**config.mk**
```make
export PLATFORM = sky130hd
export DESIGN_NAME = rf_wb_arbiter
export DESIGN_NICKNAME = d
export VERILOG_FILES = /design/src/rtl/rf_wb_arbiter.sv
export SDC_FILE = /design/constraint.sdc
export NUM_CORES = 1
export LEC_CHECK = 0
export CORE_ASPECT_RATIO = 2
export CORE_MARGIN = 2
export CORE_UTILIZATION = 50
export DETAILED_ROUTE_END_ITERATION = 7
export PLACE_DENSITY = 0.76
export SYNTH_ARGS = -nofsm -noshare
export SYNTH_HDL_FRONTEND = slang
export SYNTH_SLANG_ARGS = --single-unit
```
**constraint.sdc**
```tcl
create_clock -name clk -period 4.5 [get_ports clk]
set_clock_uncertainty 0.15 [all_clocks]
set_input_delay 0.9 -clock clk [delete_from_list [all_inputs] [get_ports clk]]
set_output_delay 0.9 -clock clk [all_outputs]
set_load 0.02 [all_outputs]
```
**src/rtl/rf_wb_arbiter.sv**
```systemverilog
// rf_wb_arbiter: merges ALU and FIFO-buffered long-latency writebacks onto the RF write port, with a busy scoreboard
//   Ports: clk/rst (async, active-high); alu_valid/alu_ready/alu_addr/alu_data (priority source);
//   lsu_valid/lsu_ready/lsu_addr/lsu_data (buffered source); iss_valid/iss_addr (mark pending);
//   rf_we/rf_waddr/rf_wdata (registered RF write port); busy_vec (pending long-latency writes).
//   Optional RF_WB_BYPASS_EN: an LSU write into an empty FIFO that the ALU does not beat skips the FIFO.
module rf_wb_arbiter #(
   parameter int DEPTH = 4,
   parameter int AW    = 2
) (
   input  logic        clk,
   input  logic        rst,
   input  logic        alu_valid,
   output logic        alu_ready,
   input  logic [4:0]  alu_addr,
   input  logic [31:0] alu_data,
   input  logic        lsu_valid,
   output logic        lsu_ready,
   input  logic [4:0]  lsu_addr,
   input  logic [31:0] lsu_data,
   input  logic        iss_valid,
   input  logic [4:0]  iss_addr,
   output logic        rf_we,
   output logic [4:0]  rf_waddr,
   output logic [31:0] rf_wdata,
   output logic [31:0] busy_vec
);
   logic [36:0]   mem [DEPTH];
   logic [AW-1:0] rd, wr;
   logic [AW:0]   cnt;
   logic          full, empty, alu_go, lsu_go, pop, byp, push, win, lsu_win;
   logic [4:0]    w_addr;
   logic [31:0]   w_data, clr_mask, set_mask;
   assign full      = cnt == (AW+1)'(DEPTH);
   assign empty     = cnt == '0;
   assign alu_ready = ~full;
   assign lsu_ready = ~full;
   assign alu_go    = alu_valid & ~full;
   assign lsu_go    = lsu_valid & ~full;
   // a full FIFO beats the ALU so the long-latency path cannot starve
   assign pop       = full | (~alu_go & ~empty);
`ifdef RF_WB_BYPASS_EN
   assign byp       = lsu_go & empty & ~alu_go;
`else
   assign byp       = 1'b0;
`endif
   assign push      = lsu_go & ~byp;
   assign lsu_win   = pop | byp;
   assign win       = alu_go | lsu_win;
   always_comb begin
      w_addr = alu_go ? alu_addr : pop ? mem[rd][36:32] : lsu_addr;
      w_data = alu_go ? alu_data : pop ? mem[rd][31:0]  : lsu_data;
   end
   assign clr_mask = lsu_win ? (32'b1 << w_addr) : 32'b0;
   assign set_mask = iss_valid ? (32'b1 << iss_addr) : 32'b0;
   always_ff @(posedge clk)
      if (push) mem[wr] <= {lsu_addr, lsu_data};
   always_ff @(posedge clk or posedge rst) begin
      if (rst) begin
         rd       <= '0;
         wr       <= '0;
         cnt      <= '0;
         rf_we    <= 1'b0;
         rf_waddr <= '0;
         rf_wdata <= '0;
         busy_vec <= '0;
      end else begin
         if (push) wr <= wr + AW'(1);
         if (pop) rd <= rd + AW'(1);
         cnt   <= cnt + (AW+1)'(push) - (AW+1)'(pop);
         // r0 winners are consumed but never written
         rf_we <= win & (w_addr != 5'd0);
         if (win) begin
            rf_waddr <= w_addr;
            rf_wdata <= w_data;
         end
         // set applied after clear so a same-cycle issue keeps the bit busy
         busy_vec <= ((busy_vec & ~clr_mask) | set_mask) & ~32'b1;
      end
   end
endmodule

```
==> results of run 1 <==
[worst paths after layout]
kind	end	slack, ns	cells after the start
min	rf_waddr[4]$_DFFE_PP0P_	0.33	2
max	lsu_ready	1.34	2
max in group asynchronous	rf_wdata[15]$_DFFE_PP0P_	2.71	3
max reg2reg	busy_vec[5]$_DFF_PP0_	1.43	5
min in group asynchronous	busy_vec[29]$_DFF_PP0_	0.62	2
min reg2reg	rf_waddr[4]$_DFFE_PP0P_	0.33	2
[state kept, by name, indices dropped and copies added (netlist names)]
register	cells
wr	2
busy_vec	31
rf_waddr	5
rd	2
rf_we	1
mem	148
rf_wdata	32
cnt	3
[worst reg2reg max path, stage by stage (launching register included)]
cell and delay, ns:
dfrtp_1 0.51, or3b_4 0.55, and2_4 0.34, a221oi_2 1.01
nand4_1 0.20, o2bb2ai_1 0.20
[where the power goes]
| part | total [µW] | internal [µW] | switching [µW] |
|---|---|---|---|
| Sequential | 3190 | 2850 | 331 |
| Clock | 1540 | 873 | 668 |
| Combinational | 2980 | 1330 | 1650 |
| Total | 7710 | 5060 | 2650 |
[metrics by stage]
step | area [µm²] | power (µW) | utilization, %
2_1_floorplan | 8850 | 4989 | -
3_3_place_gp | 10570 | 6114 | 61.19
3_5_place_dp | 10570 | 6231 | 61.19
4_1_cts | 11150 | 7783 | 64.55
5_1_grt | 11150 | 8094 | 64.55
6_report | 11150 | 7710 | 64.55
[layer usage]
layer	up-vias	track usage, %	wire (µm)
met2	239	42.02	11470
met5	-	0	0
met4	0	8.761	737
met3	49	2.875	1140
met1	2712	23.58	6947
li1	2378	-	-
[layout make-up]
type | instances | area, µm² | share of cell area [%]
sequential | 224 | 6349 | 56.94
clock inverter | 6 | 53.80 | 0.4826
inverter | 35 | 132.6 | 1.190
multi-input combinational | 224 | 2223 | 19.94
timing repair buffer | 162 | 1602 | 14.36
clock buffer | 27 | 526.8 | 4.725
tap | 210 | 262.8 | 2.357
[cells in the mapped netlist (7+ instances only)]
master | number | area (µm²)
a222oi_1 | 28 | 280.3
and3_1 | 7 | 43.79
clkbuf_1 | 23 | 86.33
dfrtp_1 | 76 | 1902
edfxtp_1 | 148 | 4444
inv_1 | 34 | 127.6
mux4_2 | 37 | 833.3
nand2_1 | 16 | 60.06
nand2b_1 | 7 | 43.79
nand4_1 | 9 | 56.30
nor2_1 | 10 | 37.54
o21ai_0 | 15 | 75.07
o21ai_1 | 10 | 50.05
o2bb2ai_1 | 9 | 78.83
o41ai_1 | 23 | 201.4
[cells by family after synthesis]
family / share of synthesized area (%)
buf+inv: 3.223
compound gates: 9.289
xor+xnor: 0.4948
flops: 71.71
other cells: 0.04237
mux: 9.671
fa+ha+maj: 1.074
simple gates: 4.496
==> results.cfg, run 1 <==
[cts]
cts-root-buf = clkbuf_16
cts.path.max_buffers = 3
numCtsBuffers = 19
cts.sinks = 224
ctsHoldBuffers = 0
tritoncts = built
ctsResizeCount = 0
clk_pin_slew_ns = 0.07
htree_levels = 1
post_cts.repair.setup_buffers = 0
clk_latency_ns = 0.48

[global_route]
grt_pass1_vias = 5865
grt_max_degree = 38
grt_pass1_wl_um = 31620
track_usage_pct = 21.75
antenna_found_initial = 0
grt-ovfl-total = 0

[sta]
rsz0062_at_grt = false
fin_crit_ns = 3.160
tightestPinTransition_ns = 1.174
fin_crit_sh_pct = 70.22
setup_viol = 0
fmax_mhz = 316.5
final_max_slew_viol_count = 0
hold_ws_ns = 0.3280
setup_ws_ns = 1.340
finalSetupTns_ns = 0
finalHoldViolCount = 0
relSlewSlack_pct = 21.71

[worst_setup_path]
crit_type = register to output port
cpLargestDelayFamily = buffers and inverters
timing.rr.start = cnt[1]$_DFF_PP0_
cp_cell_sequence = or3b_4 > clkdlybuf4s50_1
slowest_delay_ns = 0.57
cp-end-kind = output port
slowest_stage = clkdlybuf4s50_1
worstPathMaxFanout = 14
worst-endpoint-arrival_ns = 2.11
cp.required_ns = 3.45
critPathBufInv = 1
cp-startpoint = cnt[1]$_DFF_PP0_
startpoint_type = register

[drt]
ant_nets = 0
first_pass_iters = 7
wl_um = 20300
viasPerCell = 6.056
wire_per_inst_um = 22.86
drt_iter0_drc = 433
vias = 5378
drc = 0

[synthesis]
syn_avg_cell_area_um2 = 17.15
synth-seq-cells = 224
yosys_warnings = 0
syn_area_mm2 = 0.008850
synth_edf_count = 148
synth.distinct_cells = 48
ys_seq_area_share_pct = 71.71
ys.flop_type = edfxtp_1
synthArstFlopShare_pct = 33.93
synthCells = 516
syn-num-nets = 607

[final_layout]
fin_cells = 888
final_cell_mix = clkdlybuf4s50_1, edfxtp_1, dfrtp_1
antenna_cells = 0
fin_nets = 757
drive_gt1_share_pct = 12.83
final_common_cell = clkdlybuf4s50_1
area_delta_synth_final_pct = 25.99
fillers = 1207

[placed_design]
dp_cells = 855
place_congestion = 0.8757
dp_slack_ns = 0.9189
portBuffers = 154
dpl.hpwl_um = 13960

[die]
fp.dieArea_mm2 = 0.01884
core_mm2 = 0.01727
initial_core_util_pct = 51.24
die_w_um = 98.08
boundaryPins = 156
die_h_um = 192.1
rows = 68

[power]
p_leak_uw = 0.004009
powerDensity_mw_per_mm2 = 691.5
irDropWorstVdd_mv = 0.4310

[status]
status = finished clean

[hold_path]
min_from = rf_waddr[4]$_DFFE_PP0P_
hold_class = register to register

[job]
maxCapViolations = 0
Power figures use the tool's default switching activity.
==> run 2, diff against run 1 <==
==> constraint.sdc (replaced) <==
create_clock -name clk -period 3.1 [get_ports clk]
set_clock_uncertainty 0.15 [all_clocks]
set_input_delay 0.62 -clock clk [delete_from_list [all_inputs] [get_ports clk]]
set_output_delay 0.62 -clock clk [all_outputs]
set_load 0.02 [all_outputs]
==> run 2 against run 1 <==
Against the previous run:
- combinational power increased by 50%
- global-route usage up 0.67 points
- total power up 49%
- highest routed layer unchanged
- utilization grew 1.1 points
- clock-buffer cell count increased by 2
- sequential share of layout area is 0.92 points lower
- routed wire length increased by 4.7%
- worst setup slack lost 1.1 ns
- critical endpoint is now busy_vec[12]$_DFF_PP0_
- flip-flop and latch count is the same
- final cell count increased by 1.8%
- die area is the same
- largest power group unchanged
==> results.cfg, run 2 (synthesis gave the netlist of run 1 again) <==
[hold_path]
hold_class = register to register
min_from = rf_wdata[5]$_DFFE_PP0P_
hold_path_depth = 2
min_to = rf_wdata[5]$_DFFE_PP0P_

[worst_setup_path]
startpoint_type = register
cp.required_ns = 3.29
timing.rr.start = rd[0]$_DFFE_PP0N_
ff2ff_path_depth = 6
regToRegEndpoint = busy_vec[12]$_DFF_PP0_
reg2reg_slack_ns = 0.26
cp-end-kind = register
crit_type = register to register
worst-endpoint-arrival_ns = 3.03
worstPathMaxFanout = 11

[final_layout]
fillers = 1218
largest_register_ff_count = 148
design_area_mm2 = 0.01133
multi_input_area_mm2 = 0.002223
area_delta_synth_final_pct = 28.06
top_regs = mem x148, rf_wdata x32, busy_vec x31
drive_gt1_share_pct = 14.45
final_cell_mix = clkdlybuf4s50_1, edfxtp_1, dfrtp_1
regArea_mm2 = 0.006349
regMostFlops = mem
final_common_cell = clkdlybuf4s50_1
fin_nets = 769

[cts]
ctsResizeCount = 0
numCtsBuffers = 20
post_cts.repair.setup_buffers = 0
clk_latency_ns = 0.49
htree_levels = 1
clk_pin_slew_ns = 0.07
tritoncts = built
cts.sinks = 224
cts-root-buf = clkbuf_16
cts.path.max_buffers = 3
ctsHoldBuffers = 0

[placed_design]
place_congestion = 0.8447
portBuffers = 154
placed_area_mm2 = 0.01071
dpl.hpwl_um = 14450
dp_slack_ns = 0.01871

[sta]
setup_viol = 0
relSlewSlack_pct = 38.62
fin_crit_sh_pct = 91.74
tightestPinTransition_ns = 0.9137
fmax_mhz = 351.6
finalSetupTns_ns = 0
hold_ws_ns = 0.3423
setup_ws_ns = 0.2560
fin_crit_ns = 2.844
finalHoldViolCount = 0
rsz0062_at_grt = false
final_max_slew_viol_count = 0

[drt]
wl_um = 21250
ant_nets = 0
met3_length_um = 1221
wire_per_inst_um = 23.51
drc = 0
wl_met2_um = 12120
drt_iter0_drc = 390
first_pass_iters = 7
vias = 5544
highest_layer = met4
viasPerCell = 6.133
met1Wirelength_um = 7152

[global_route]
grt_pass1_wl_um = 32630
grt-ovfl-total = 0
track_usage_pct = 22.42
grt_pass1_vias = 6015
grt_max_degree = 38
antenna_found_initial = 1

[power]
powerDensity_mw_per_mm2 = 1011
irDropWorstVdd_mv = 0.5608
p_leak_uw = 0.004103

[die]
core_mm2 = 0.01727
die_w_um = 98.08
die_h_um = 192.1
initial_core_util_pct = 51.24
fp.dieArea_mm2 = 0.01884
boundaryPins = 156
rows = 68

[status]
status = finished clean

[job]
maxCapViolations = 0
==> run 2: worst max path at each step <==
| stage | startpoint | endpoint | slack [ns] |
|---|---|---|---|
| after detailed placement | alu_valid | busy_vec[12]$_DFF_PP0_ | 0.02 |
| after floorplan | alu_valid | cnt[2]$_DFF_PP0_ | 0.16 |
| after global placement | alu_valid | busy_vec[10]$_DFF_PP0_ | 0.20 |
| final | rd[0]$_DFFE_PP0N_ | busy_vec[12]$_DFF_PP0_ | 0.26 |
| after global routing | rd[0]$_DFFE_PP0N_ | busy_vec[12]$_DFF_PP0_ | 0.07 |
| after CTS | cnt[0]$_DFF_PP0_ | alu_ready | 0.26 |
==> run 2: power breakdown <==
part	switching (µW)	internal [µW]	leakage, µW
logic	2440	2040	0.00154
registers	480	4130	0.00226
clock network	1040	1330	0.000303
==> run 2: area by class of cell <==
cell class	count	share of cell area (%)
Sequential cell	224	56.02
Multi-Input combinational cell	224	19.62
Timing Repair Buffer	173	15.41
Inverter	35	1.170
Antenna cell	2	0.04416
Clock buffer	29	4.902
Tap cell	210	2.318
Clock inverter	7	0.5189
==> run 2: worst max-delay path, stage by stage, from the launching register on <==
cell	delay (ns)
dfrtp_2	0.48
buf_4	0.30
mux4_2	0.60
a31oi_1	0.28
nand3b_1	0.30
o41ai_1	0.40
o21ai_0	0.18
==> run 2: metal layers <==
metal  vias to the layer above  GRT usage (%)
met3                        49          3.130
met5                         -              0
met1                      2828          24.19
li1                       2417              -
met4                         0          8.868
met2                       250          43.39
==> run 2: metrics by stage <==
stage | std cells | utilization, % | power [µW]
floorplan | 516 | - | 7242
global placement | 866 | 62.03 | 8993
detailed placement | 866 | 62.03 | 9188
CTS | 902 | 65.59 | 11570
global route | 903 | 65.60 | 12020
finish | 904 | 65.62 | 11460
==> run 3, diff against run 2 <==
--- a/config.mk
+++ b/config.mk
@@ -5,11 +5,13 @@
 export SDC_FILE = /design/constraint.sdc
 export NUM_CORES = 1
 export LEC_CHECK = 0
+export ABC_AREA = 0
 export CORE_ASPECT_RATIO = 2
-export CORE_MARGIN = 2
+export CORE_MARGIN = 1
 export CORE_UTILIZATION = 50
 export DETAILED_ROUTE_END_ITERATION = 7
 export PLACE_DENSITY = 0.76
+export SETUP_SLACK_MARGIN = 0.05
 export SYNTH_ARGS = -nofsm -noshare
 export SYNTH_HDL_FRONTEND = slang
 export SYNTH_SLANG_ARGS = --single-unit
==> run 3 against run 2 <==
Against the previous run:
- the run now ends with DRC left
- critical path depth fell by 4
- worst setup slack got worse by 0.033 ns
- non-clock buffer count increased by 2
- largest power group unchanged
- highest routed layer unchanged
==> results.cfg, run 3 (synthesis gave the netlist of run 1 again) <==
[die]
initial_core_util_pct = 51.24
die_w_um = 96.08
core_mm2 = 0.01727
boundaryPins = 156
rows = 68
fp.dieArea_mm2 = 0.01827
die_h_um = 190.1

[final_layout]
fin_cells = 904
postLayoutCoreUtil_pct = 66.11
antenna_cells = 0
multi_input_area_mm2 = 0.002223
top_regs = mem x148, rf_wdata x32, busy_vec x31
fin_nets = 771
regArea_mm2 = 0.006349
area_delta_synth_final_pct = 29.03
regMostFlops = mem
fillers = 1201
largest_register_ff_count = 148
final_cell_mix = clkdlybuf4s50_1, edfxtp_1, dfrtp_1
drive_gt1_share_pct = 15.42
final_common_cell = clkdlybuf4s50_1

[power]
powerDensity_mw_per_mm2 = 1019
p_leak_uw = 0.004131
irDropWorstVdd_mv = 0.6111

[global_route]
grt_pass1_wl_um = 31990
antenna_found_initial = 0
grt_pass1_vias = 5972
grt-ovfl-total = 0
track_usage_pct = 23.80
grt_max_degree = 45

[drt]
first_pass_iters = 8
wl_um = 20950
drt_iter0_drc = 470
vias = 5550
wire_per_inst_um = 23.18
ant_nets = 0
drc = 2
viasPerCell = 6.139

[placed_design]
dp_slack_ns = 0.02395
dpl.hpwl_um = 14380
dp_cells = 868
place_congestion = 0.8926
portBuffers = 154

[sta]
fin_crit_ns = 2.877
setup_ws_ns = 0.2234
fmax_mhz = 347.6
tightestPinTransition_ns = 0.8244
final_max_slew_viol_count = 0
finalSetupTns_ns = 0
finalHoldViolCount = 0
fin_crit_sh_pct = 92.79
relSlewSlack_pct = 44.62
rsz0062_at_grt = false
setup_viol = 0

[worst_setup_path]
critPathBufInv = 1
cp.required_ns = 2.33
startpoint_type = register
worst-endpoint-arrival_ns = 2.11
worstPathMaxFanout = 14
cpLargestDelayFamily = buffers and inverters
cp-end-kind = output port
crit_type = register to output port
slowest_delay_ns = 0.60
slowest_stage = clkdlybuf4s50_1
cp_cell_sequence = or3b_4 > clkdlybuf4s50_1

[cts]
htree_levels = 1
clk_latency_ns = 0.50
tritoncts = built
post_cts.repair.setup_buffers = 0
ctsHoldBuffers = 0
cts.path.max_buffers = 3
ctsResizeCount = 0
cts-root-buf = clkbuf_16
numCtsBuffers = 20
cts.sinks = 224
clk_pin_slew_ns = 0.07

[status]
status = complete, but fails checks
violations = DRC

[hold_path]
hold_class = primary input to async pin

[job]
maxCapViolations = 0
run 3: cell count changes in the layout (fill, tap and decap cells not counted), sizes merged:
| cell | before | now |
|---|---|---|
| clkinvlp | 0 | 5 |
| inv | 34 | 35 |
| clkinv | 7 | 4 |
| diode | 2 | 0 |
| bufinv | 1 | 2 |
| buf | 19 | 21 |
| clkbuf | 29 | 25 |
run 3: path summary, 6_finish.rpt:
kind                                         from                 endpoint  slack [ns]  depth (start not counted)
max in group asynchronous                     rst        rd[1]$_DFFE_PP0N_        1.94                          3
min in group clk           busy_vec[11]$_DFF_PP0_   busy_vec[11]$_DFF_PP0_        0.35                          1
setup reg to reg                rd[0]$_DFFE_PP0N_    busy_vec[4]$_DFF_PP0_        0.43                          5
hold reg to reg            busy_vec[11]$_DFF_PP0_   busy_vec[11]$_DFF_PP0_        0.35                          1
hold / removal                                rst  rf_wdata[3]$_DFFE_PP0P_        0.28                          2
setup / recovery                 cnt[0]$_DFF_PP0_                lsu_ready        0.22                          2
run 3: cell type report:
type | instances | share of cell area, %
Multi-Input combinational cell | 224 | 19.47
Sequential cell | 224 | 55.60
Timing Repair Buffer | 175 | 15.54
Clock buffer | 25 | 4.909
Tap cell | 210 | 2.301
Inverter | 35 | 1.162
Clock inverter | 11 | 1.019
run 3: through the flow:
stage	power [µW]	area, µm²	hold WS [ns]
3_5_place_dp	9202	10740	0.3293
3_3_place_gp	9005	10740	0.3219
5_1_grt	12210	11420	0.3053
6_report	11630	11420	0.2772
2_1_floorplan	7242	8850	0.3265
4_1_cts	11730	11420	0.2840
run 3: routing by layer:
metal	up-vias	share of wire (%)	track usage, %
met5	-	0	0
met3	56	6.1	3.157
met2	264	57	43.81
met4	0	3.5	10.91
met1	2820	34	26.29
li1	2410	-	-
run 3: power breakdown:
group / switching [µW] / internal [µW] / leakage (µW) / total (µW)
clock: 1060 / 1460 / 0.000316 / 2520
sequential: 453 / 4130 / 0.00226 / 4590
combinational: 2460 / 2060 / 0.00155 / 4530
total: 3980 / 7660 / 0.00413 / 11600
